`config.mk`:
```
export PLATFORM = sky130hd
export DESIGN_NAME = register_file_sb_flat
export DESIGN_NICKNAME = d
export VERILOG_FILES = /design/src/rtl/register_file_sb_pkg.sv /design/src/rtl/register_file_sb_if.sv /design/src/rtl/register_file_sb_scoreboard.sv /design/src/rtl/register_file_sb.sv /design/src/flat_wrapper.sv
export SDC_FILE = /design/constraint.sdc
export NUM_CORES = 2
export LEC_CHECK = 0
export BUFFER_PORTS_ARGS = -buffer_cell sky130_fd_sc_hd__buf_4
export CORE_MARGIN = 5
export CORE_UTILIZATION = 64
export DETAILED_ROUTE_END_ITERATION = 10
export GPL_ROUTABILITY_DRIVEN = 0
export HOLD_SLACK_MARGIN = 0.02
export PLACE_DENSITY_LB_ADDON = 0.05
export SYNTH_ARGS = -nofsm -noshare
export SYNTH_HDL_FRONTEND = slang
export SYNTH_SLANG_ARGS = --single-unit
```
`constraint.sdc`:
```
create_clock -name clk -period 2.2 [get_ports clk]
set_clock_uncertainty 0.05 [all_clocks]
set_input_delay 0.11 -clock clk [delete_from_list [all_inputs] [get_ports clk]]
set_output_delay 0.11 -clock clk [all_outputs]
set_load 0.02 [all_outputs]
```
`src/rtl/register_file_sb_pkg.sv`:
```
// Shared widths and types for the integer register file and its scoreboard.
package register_file_sb_pkg;

    localparam int unsigned REG_ADDR_W = 5;
    localparam int unsigned XLEN       = 32;
    localparam int unsigned NUM_REGS   = 32;

    typedef logic [REG_ADDR_W-1:0] reg_addr_t;
    typedef logic [XLEN-1:0]       xlen_t;

    // Writeback request payload for the default core configuration.
    typedef struct packed {
        logic      en;
        reg_addr_t addr;
        xlen_t     data;
    } wr_req_t;

endpackage

```
`src/rtl/register_file_sb_if.sv`:
```
// Decode/writeback-facing bus of the register file: write, reads, alloc, flush.
interface register_file_sb_if
    import register_file_sb_pkg::*;
#(
    parameter int unsigned WIDTH      = XLEN,
    parameter int unsigned ADDR_WIDTH = REG_ADDR_W,
    parameter int unsigned NUM_RD     = 2
);
    logic                         wr_en;
    logic [ADDR_WIDTH-1:0]        wr_addr;
    logic [WIDTH-1:0]             wr_data;
    logic [NUM_RD*ADDR_WIDTH-1:0] rd_addr;
    logic [NUM_RD*WIDTH-1:0]      rd_data;
    logic [NUM_RD-1:0]            rd_busy;
    logic                         alloc_en;
    logic [ADDR_WIDTH-1:0]        alloc_addr;
    logic                         flush;

    modport master (
        output wr_en, wr_addr, wr_data, rd_addr, alloc_en, alloc_addr, flush,
        input  rd_data, rd_busy
    );

    modport slave (
        input  wr_en, wr_addr, wr_data, rd_addr, alloc_en, alloc_addr, flush,
        output rd_data, rd_busy
    );

endinterface

```
`src/rtl/register_file_sb_scoreboard.sv`:
```
// Pending-producer scoreboard: one bit per register, set on alloc, cleared on writeback.
module regfile_scoreboard
    import register_file_sb_pkg::*;
#(
    parameter int unsigned DEPTH      = NUM_REGS,
    parameter int unsigned ADDR_WIDTH = REG_ADDR_W,
    parameter int unsigned NUM_RD     = 2
) (
    input  logic                         clk,
    input  logic                         rst_n,
    input  logic                         wr_ok,
    input  logic [ADDR_WIDTH-1:0]        wr_addr,
    input  logic                         alloc_en,
    input  logic [ADDR_WIDTH-1:0]        alloc_addr,
    input  logic                         flush,
    input  logic [NUM_RD*ADDR_WIDTH-1:0] rd_addr,
    input  logic [NUM_RD-1:0]            bypass_hit,
    output logic [NUM_RD-1:0]            rd_busy
);

    function automatic logic in_range(input logic [ADDR_WIDTH-1:0] a);
        return ({1'b0, a} < (ADDR_WIDTH+1)'(DEPTH));
    endfunction

    logic [DEPTH-1:0]      pending;
    logic [DEPTH-1:0]      pending_nxt;
    logic                  alloc_ok;
    logic [ADDR_WIDTH-1:0] ra;

    assign alloc_ok = alloc_en && (alloc_addr != '0) && in_range(alloc_addr);

    // Flush beats alloc; alloc (younger producer) beats a same-register writeback clear.
    always_comb begin
        pending_nxt = pending;
        if (flush) begin
            pending_nxt = '0;
        end else begin
            for (int unsigned i = 1; i < DEPTH; i++) begin
                if (alloc_ok && (alloc_addr == ADDR_WIDTH'(i))) begin
                    pending_nxt[i] = 1'b1;
                end else if (wr_ok && (wr_addr == ADDR_WIDTH'(i))) begin
                    pending_nxt[i] = 1'b0;
                end
            end
        end
    end

    // Pending vector register.
    always_ff @(posedge clk or negedge rst_n) begin
        if (!rst_n) begin
            pending <= '0;
        end else begin
            pending <= pending_nxt;
        end
    end

    // Per-port busy; a bypass hit supplies the data this cycle so it is not a stall.
    always_comb begin
        rd_busy = '0;
        ra      = '0;
        for (int unsigned p = 0; p < NUM_RD; p++) begin
            ra = rd_addr[p*ADDR_WIDTH +: ADDR_WIDTH];
            if ((ra != '0) && in_range(ra)) begin
                rd_busy[p] = pending[ra] && !bypass_hit[p];
            end
        end
    end

endmodule

```
`src/rtl/register_file_sb.sv`:
```
// Multi-read-port integer register file with write bypass and pending scoreboard.
module register_file_sb
    import register_file_sb_pkg::*;
#(
    parameter int unsigned WIDTH      = XLEN,
    parameter int unsigned DEPTH      = NUM_REGS,
    parameter int unsigned ADDR_WIDTH = REG_ADDR_W,
    parameter int unsigned NUM_RD     = 2,
    parameter int unsigned BYPASS     = 1
) (
    input logic               clk,
    input logic               rst_n,
    register_file_sb_if.slave bus
);

    function automatic logic in_range(input logic [ADDR_WIDTH-1:0] a);
        return ({1'b0, a} < (ADDR_WIDTH+1)'(DEPTH));
    endfunction

    logic [WIDTH-1:0]        regs [DEPTH];
    logic                    wr_ok;
    logic [NUM_RD-1:0]       hit;
    logic [NUM_RD-1:0]       busy;
    logic [NUM_RD*WIDTH-1:0] rd_data_all;

    assign wr_ok = bus.wr_en && (bus.wr_addr != '0) && in_range(bus.wr_addr);

    // Storage; register 0 is never written so it stays at its reset value of 0.
    always_ff @(posedge clk or negedge rst_n) begin
        if (!rst_n) begin
            for (int unsigned i = 0; i < DEPTH; i++) begin
                regs[i] <= '0;
            end
        end else if (wr_ok) begin
            for (int unsigned i = 1; i < DEPTH; i++) begin
                if (bus.wr_addr == ADDR_WIDTH'(i)) begin
                    regs[i] <= bus.wr_data;
                end
            end
        end
    end

    for (genvar p = 0; p < NUM_RD; p++) begin : g_rd
        logic [ADDR_WIDTH-1:0] ra;
        logic [WIDTH-1:0]      base;

        assign ra = bus.rd_addr[p*ADDR_WIDTH +: ADDR_WIDTH];

        // Stored value; zero register and unimplemented addresses read 0.
        always_comb begin
            base = '0;
            if ((ra != '0) && in_range(ra)) begin
                base = regs[ra];
            end
        end

        assign hit[p] = (BYPASS != 0) && rst_n && wr_ok && (bus.wr_addr == ra);
        assign rd_data_all[p*WIDTH +: WIDTH] = !rst_n ? '0 : (hit[p] ? bus.wr_data : base);
    end

    regfile_scoreboard #(
        .DEPTH      (DEPTH),
        .ADDR_WIDTH (ADDR_WIDTH),
        .NUM_RD     (NUM_RD)
    ) u_sb (
        .clk        (clk),
        .rst_n      (rst_n),
        .wr_ok      (wr_ok),
        .wr_addr    (bus.wr_addr),
        .alloc_en   (bus.alloc_en),
        .alloc_addr (bus.alloc_addr),
        .flush      (bus.flush),
        .rd_addr    (bus.rd_addr),
        .bypass_hit (hit),
        .rd_busy    (busy)
    );

    assign bus.rd_data = rd_data_all;
    assign bus.rd_busy = busy;

endmodule

```
`src/flat_wrapper.sv`:
```
// flat-port wrapper written by rule: the top's interface ports become plain ports
module register_file_sb_flat import register_file_sb_pkg::*;
#(
    parameter int unsigned WIDTH      = XLEN,
    parameter int unsigned DEPTH      = NUM_REGS,
    parameter int unsigned ADDR_WIDTH = REG_ADDR_W,
    parameter int unsigned NUM_RD     = 2,
    parameter int unsigned BYPASS     = 1
)
  (clk, rst_n, bus_wr_en, bus_wr_addr, bus_wr_data, bus_rd_addr, bus_alloc_en, bus_alloc_addr, bus_flush, bus_rd_data, bus_rd_busy);
  register_file_sb_if #(.WIDTH(WIDTH), .ADDR_WIDTH(ADDR_WIDTH), .NUM_RD(NUM_RD)) bus_i ();
  input logic clk;
  input logic rst_n;
  input wire logic [$bits(bus_i.wr_en)-1:0] bus_wr_en;
  input wire logic [$bits(bus_i.wr_addr)-1:0] bus_wr_addr;
  input wire logic [$bits(bus_i.wr_data)-1:0] bus_wr_data;
  input wire logic [$bits(bus_i.rd_addr)-1:0] bus_rd_addr;
  input wire logic [$bits(bus_i.alloc_en)-1:0] bus_alloc_en;
  input wire logic [$bits(bus_i.alloc_addr)-1:0] bus_alloc_addr;
  input wire logic [$bits(bus_i.flush)-1:0] bus_flush;
  output wire logic [$bits(bus_i.rd_data)-1:0] bus_rd_data;
  output wire logic [$bits(bus_i.rd_busy)-1:0] bus_rd_busy;
  assign bus_i.wr_en = bus_wr_en;
  assign bus_i.wr_addr = bus_wr_addr;
  assign bus_i.wr_data = bus_wr_data;
  assign bus_i.rd_addr = bus_rd_addr;
  assign bus_i.alloc_en = bus_alloc_en;
  assign bus_i.alloc_addr = bus_alloc_addr;
  assign bus_i.flush = bus_flush;
  assign bus_rd_data = bus_i.rd_data;
  assign bus_rd_busy = bus_i.rd_busy;
  register_file_sb #(.WIDTH(WIDTH), .DEPTH(DEPTH), .ADDR_WIDTH(ADDR_WIDTH), .NUM_RD(NUM_RD), .BYPASS(BYPASS)) u_core (.clk(clk), .rst_n(rst_n), .bus(bus_i));
endmodule
```
# Word-level counts from Yosys, hierarchy flattened

Index checks and enable logic that the tools add are counted.

Bitwise logic cells: 2
Magnitude comparators: 4
Equal/unequal tests: 64
Muxes and demuxes: 81
Reduce and logical (&&, ||, !) cells: 137

Operator list:

| operator                                                                      | count |
|---|---|
| 32-bit binary-select mux with 5-bit select                                    | 2 |
| 32-bit 2-to-1 mux                                                             | 10 |
| 5-bit == test (second input constant)                                         | 32 |
| 3-bit nonzero test                                                            | 31 |
| 5-bit by 4-bit == test with 1-bit output (second input constant)              | 16 |
| 1-bit logical AND                                                             | 69 |
| 1-bit 2-to-1 mux                                                              | 66 |
| 2-bit AND reduction                                                           | 31 |
| 5-bit by 3-bit == test with 1-bit output (second input constant)              | 8 |
| 31-bit 2-to-1 mux                                                             | 1 |
| 5-bit by 2-bit == test with 1-bit output (second input constant)              | 4 |
| 5-bit nonzero test                                                            | 4 |
| 6-bit >= comparator (second input constant)                                   | 2 |
| 5-bit by 6-bit less-than comparator with 1-bit output (second input constant) | 2 |
| 5-bit NOT with 6-bit output                                                   | 2 |
| 1-bit binary-select mux with 5-bit select                                     | 2 |
| 5-bit by 1-bit == test with 1-bit output (second input constant)              | 2 |
| 5-bit == test                                                                 | 2 |
| 1-bit zero test                                                               | 2 |

Output and inout bits: 66
Input bits: 57
Bits in registers: 1,023

# Longest topological paths before layout

Depth in word-level cells: 7
Gate-level depth with buffers: 10
Mapped depth without buffers: 5

# By module

From an unflattened synthesis, not the netlist that was laid out.

Cell total of the unflattened synthesis: 3,948
Area, all modules: 55,742.2 µm²

Modules (own cells, without submodules):

| module             | sequential area each (µm²) | times used | area each (µm²) | cells each |
|---|---|---|---|---|
| register_file_sb   | 24,823.8                   | 1          | 53,720.3        | 3,716 |
| regfile_scoreboard | 775.7                      | 1          | 2,021.9         | 232 |

# Worst setup path after synthesis

OpenSTA, ideal clock, no wires.

Kind: input -> output
Start point: input port bus_rd_addr[0]
End point: output port bus_rd_data[8]
Slack: 0.219 ns
Data arrival time: 1.821 ns
Path buffers: 4
Cell stages on the path: 9
Data required time: 2.040 ns
Path through: buf_6 > buf_6 > buf_6 > buf_6 > nor2_1 > a221oi_1 > a21oi_1 > o211a_1 > o21ai_0

Cells in the longest elaborated chain, start to end: 7
Elaborated cells between the ends (all ways): 10
Those cells by class: eq/ne: 1; mux: 6; bitwise: 1; reduce/logical: 2

RTL lines:

| element                                               | RTL line               | RTL |
|---|---|---|
| start: declaration                                    | flat_wrapper.sv:17     | `input wire logic [$bits(bus_i.rd_addr)-1:0] bus_rd_addr;` |
| 5-bit NOT with 6-bit output (implied by the code)     | register_file_sb.sv:53 | `base = regs[ra];` |
| 32-bit binary-select mux with 5-bit select            | register_file_sb.sv:53 |  |
| 32-bit 2-to-1 mux (implied by the code) (2 in series) | register_file_sb.sv:53 |  |
| 32-bit 2-to-1 mux                                     | register_file_sb.sv:52 | `if ((ra != '0) && in_range(ra)) begin` |
| 32-bit 2-to-1 mux (*) (2 in series)                   | register_file_sb.sv:58 | `assign rd_data_all[p*WIDTH +: WIDTH] = !rst_n ? '0 : (hit[p] ? bus.wr_data : base);` |
| end: declaration                                      | flat_wrapper.sv:21     | `output wire logic [$bits(bus_i.rd_data)-1:0] bus_rd_data;` |

Every way passes the cells marked *; elsewhere a longest branch is shown, timed or not. The select of a mux whose other input is x is not followed.

# Worst setup path in the final report

Start point: register u_core.regs[607] in the netlist's numbering
End point: output port bus_rd_data[63]

Cells in the longest elaborated chain, start to end: 6

RTL lines:

| element                                               | RTL line               | RTL |
|---|---|---|
| start: declaration                                    | register_file_sb.sv:20 | `logic [WIDTH-1:0] regs [DEPTH];` |
| start signal: indexed assignment                      | register_file_sb.sv:37 | `regs[i] <= bus.wr_data;` |
| 32-bit binary-select mux with 5-bit select            | register_file_sb.sv:53 |  |
| 32-bit 2-to-1 mux (implied by the code) (2 in series) | register_file_sb.sv:53 |  |
| 32-bit 2-to-1 mux                                     | register_file_sb.sv:52 |  |
| 32-bit 2-to-1 mux (2 in series)                       | register_file_sb.sv:58 |  |

Every way passes these cells. The select of a mux whose other input is x is not followed.

==> qor.csv <==
metric,value,unit
post-synth cell types,59,
syn nets,4204,
Leak Pwr,0.03025,uW
Critical Path RT,2040,ps
CP bufs+invs,1,
crit end category,output pin,
most common cell in the synthesized netlist,dfrtp_1,
TNS Setup,-21160,ps
top-area cell type share of the netlist area,0.4553,
uppermost layer routed,met5,
f_max,366.6,MHz
die width,306.4,um
synth cell count leaders,"dfrtp_1, mux2_2, mux4_2",
dpl cells,5461,
worst vdd ir,0.8196,mV
port bufs,122,
syn avg cell area,13.56,um2
"Seq/Total Area, Yosys",0.4553,
Pre-antenna DRT Iters,6,
Util after Layout,0.7836,
CTS Buffer Depth,3,
Post-synth EDFFs,0,
Initial Util,0.6461,
clk sinks,1023,
Die H,306.4,um
# DRC,0,
reg2reg setup slack,280,ps
"Largest delay share family, worst path",multiplexers,
Finished Layout Cells,5785,
max-slew violations,0,
gr ovfl total,0,
die area,93880,um2
Worst EP arrival,2570,ps
startpoint types,register,
dpl hpwl,127200,um
clk slew on worst S/H paths,60,ps
worst skew pair latency,700,ps
Final ANT Viol Nets,0,
FP Rows,108,
core area,87020,um2
Routed WL,203500,um
endpoints failing setup,66,
Max-Cap Viols,0,
RSZ-0062 raised after global routing,true,
Worst Max-Slew Pin Slew,935.4,ps
metal3 WL,26140,um
routed via count,42720,
Syn Inst Count,4147,
share of layout cells above drive strength 1,0.5322,
largest net degree at the start of global routing,159,
status,finished with violations,
Crit-path slowest cell,mux4_2,
via/cell ratio,7.385,
initial drt markers,5632,
vias in the first global route,44440,
post-route minimum period,2727,ps
Tightest Hold Check Type,input port to async pin,
global-route wire length before repair,299900,um
pwr dens,872.0,nW/um2
top_reg_cell synth,dfrtp_1,
num ports,123,
YS warnings,32,
R2R cell count,4,
largest area contributor in the netlist,dfrtp_1,
CP Max Fanout,3,
Synth-to-Final Area Change,21.28,%
fin nets,4589,
failing checks,setup timing,
wire length per cell,35.17,um
TritonCTS buffer count,110,
CTS tree,done,
Worst slew margin,0.3764,
"Largest stage delay, worst path",470,ps
CTS H-tree depth,3,
final period utilization,1.240,
final hold viol count,0,
Place WS,-340.8,ps
PnR worst setup slack,-527.4,ps
WS Path Type,register to output pin,
synthesized area,56230,um2
RR Endpoint,u_core.u_sb.pending[7],
CTS root buf,clkbuf_16,
Synth area leaders,"dfrtp_1, mux2_2, mux4_2",
gr usage total,0.4299,
R2R Path Start,u_core.u_sb.pending[7],
Seq cells post-synth,1023,
Async SR Flop Fraction,1.000,
routed wl met2,89920,um
Met1 Wirelength,73400,um
critical path cell sequence,mux4_2 > mux2_4 > nand2_2 > o31ai_2 > a221o_1 > buf_6,
initial antenna violation count,4,
## layer usage
metal  track usage  vias to the layer above
li1              -                    16540
met1        0.5774                    22180
met2        0.6284                     3185
met3        0.1356                      816
met4        0.2437                        2
met5             0                        -
## report_power, final
group	switching (uW)	internal [uW]	leakage, uW
clock network	8130	12500	0.00198
registers	2900	22400	0.0131
logic	5820	7740	0.0151
total	16900	42600	0.0302
## stage by stage
step,cell area [um2],power (uW),hold WS [ps]
2_1_floorplan,56230,33010,-235.6
3_3_place_gp,61740,36600,123.8
3_5_place_dp,61740,37500,140.8
4_1_cts,67620,58780,30.87
5_1_grt,68190,61400,46.37
6_report,68190,59460,40.49
## worst register-to-register path, cell delays in order (launching register included)
cell and delay, ps:
dfrtp_1 390, a32oi_1 180, dlygate4sd3_1 570, nor2_1 40, dlygate4sd3_1 580
## worst max path at each step
stage | startpoint | cells after the start | endpoint
after CTS | u_core.regs[607] | 6 | bus_rd_data[63]
after global routing | u_core.regs[543] | 6 | bus_rd_data[63]
final | u_core.regs[607] | 6 | bus_rd_data[63]
after global placement | bus_rd_addr[0] | 9 | bus_rd_data[3]
after floorplan | bus_rd_addr[0] | 9 | bus_rd_data[8]
after detailed placement | bus_rd_addr[5] | 9 | bus_rd_data[47]
## cell families after synthesis
family / after synthesis / share of synthesized area
buffers and inverters: 442 / 0.03934
XOR/XNOR: 10 / 0.001558
AND/OR/NAND/NOR: 605 / 0.04796
multiplexers: 1634 / 0.3996
flip-flops: 1023 / 0.4553
AO/OA/AOI/OAI: 433 / 0.05626
## area by class of cell
type                    count  area (um2)
clock inverters            59       833.3
fillers                  5042       18830
repair buffers            703        7287
multi-input cells        2682       29790
well taps                1155        1445
inverters                  12       45.04
clock buffers             147        3178
flip-flops and latches   1023       25600
diodes                      4       10.01
## cell usage in the layout (no fill, tap or decap), types with 57 or more instances in the layout
cell	Yosys	layout
buf_12	0	127
buf_4	55	452
buf_6	20	70
clkbuf_16	0	115
dfrtp_1	1023	1023
mux2_1	57	57
mux2_2	987	978
mux2i_1	206	187
mux4_2	384	384
nand2_1	313	295
nor2_1	117	104
## flip-flops by register name (all words and copies together), names as in the netlist
| signal | count |
|---|---|
| u_core.regs | 992 |
| u_core.u_sb.pending | 31 |
## what timing repair did
| item | in CTS | in global routing |
|---|---|---|
| resized for setup | 247 | 93 |
| buffers inserted | 63 | 12 |
| hold endpoints to repair | 1387 | 8 |
| hold buffers | 49 | 1 |
| setup endpoints to repair | 66 | 67 |
| pin swaps | 122 | 67 |
No activity file was read; power rests on OpenSTA's default activity.
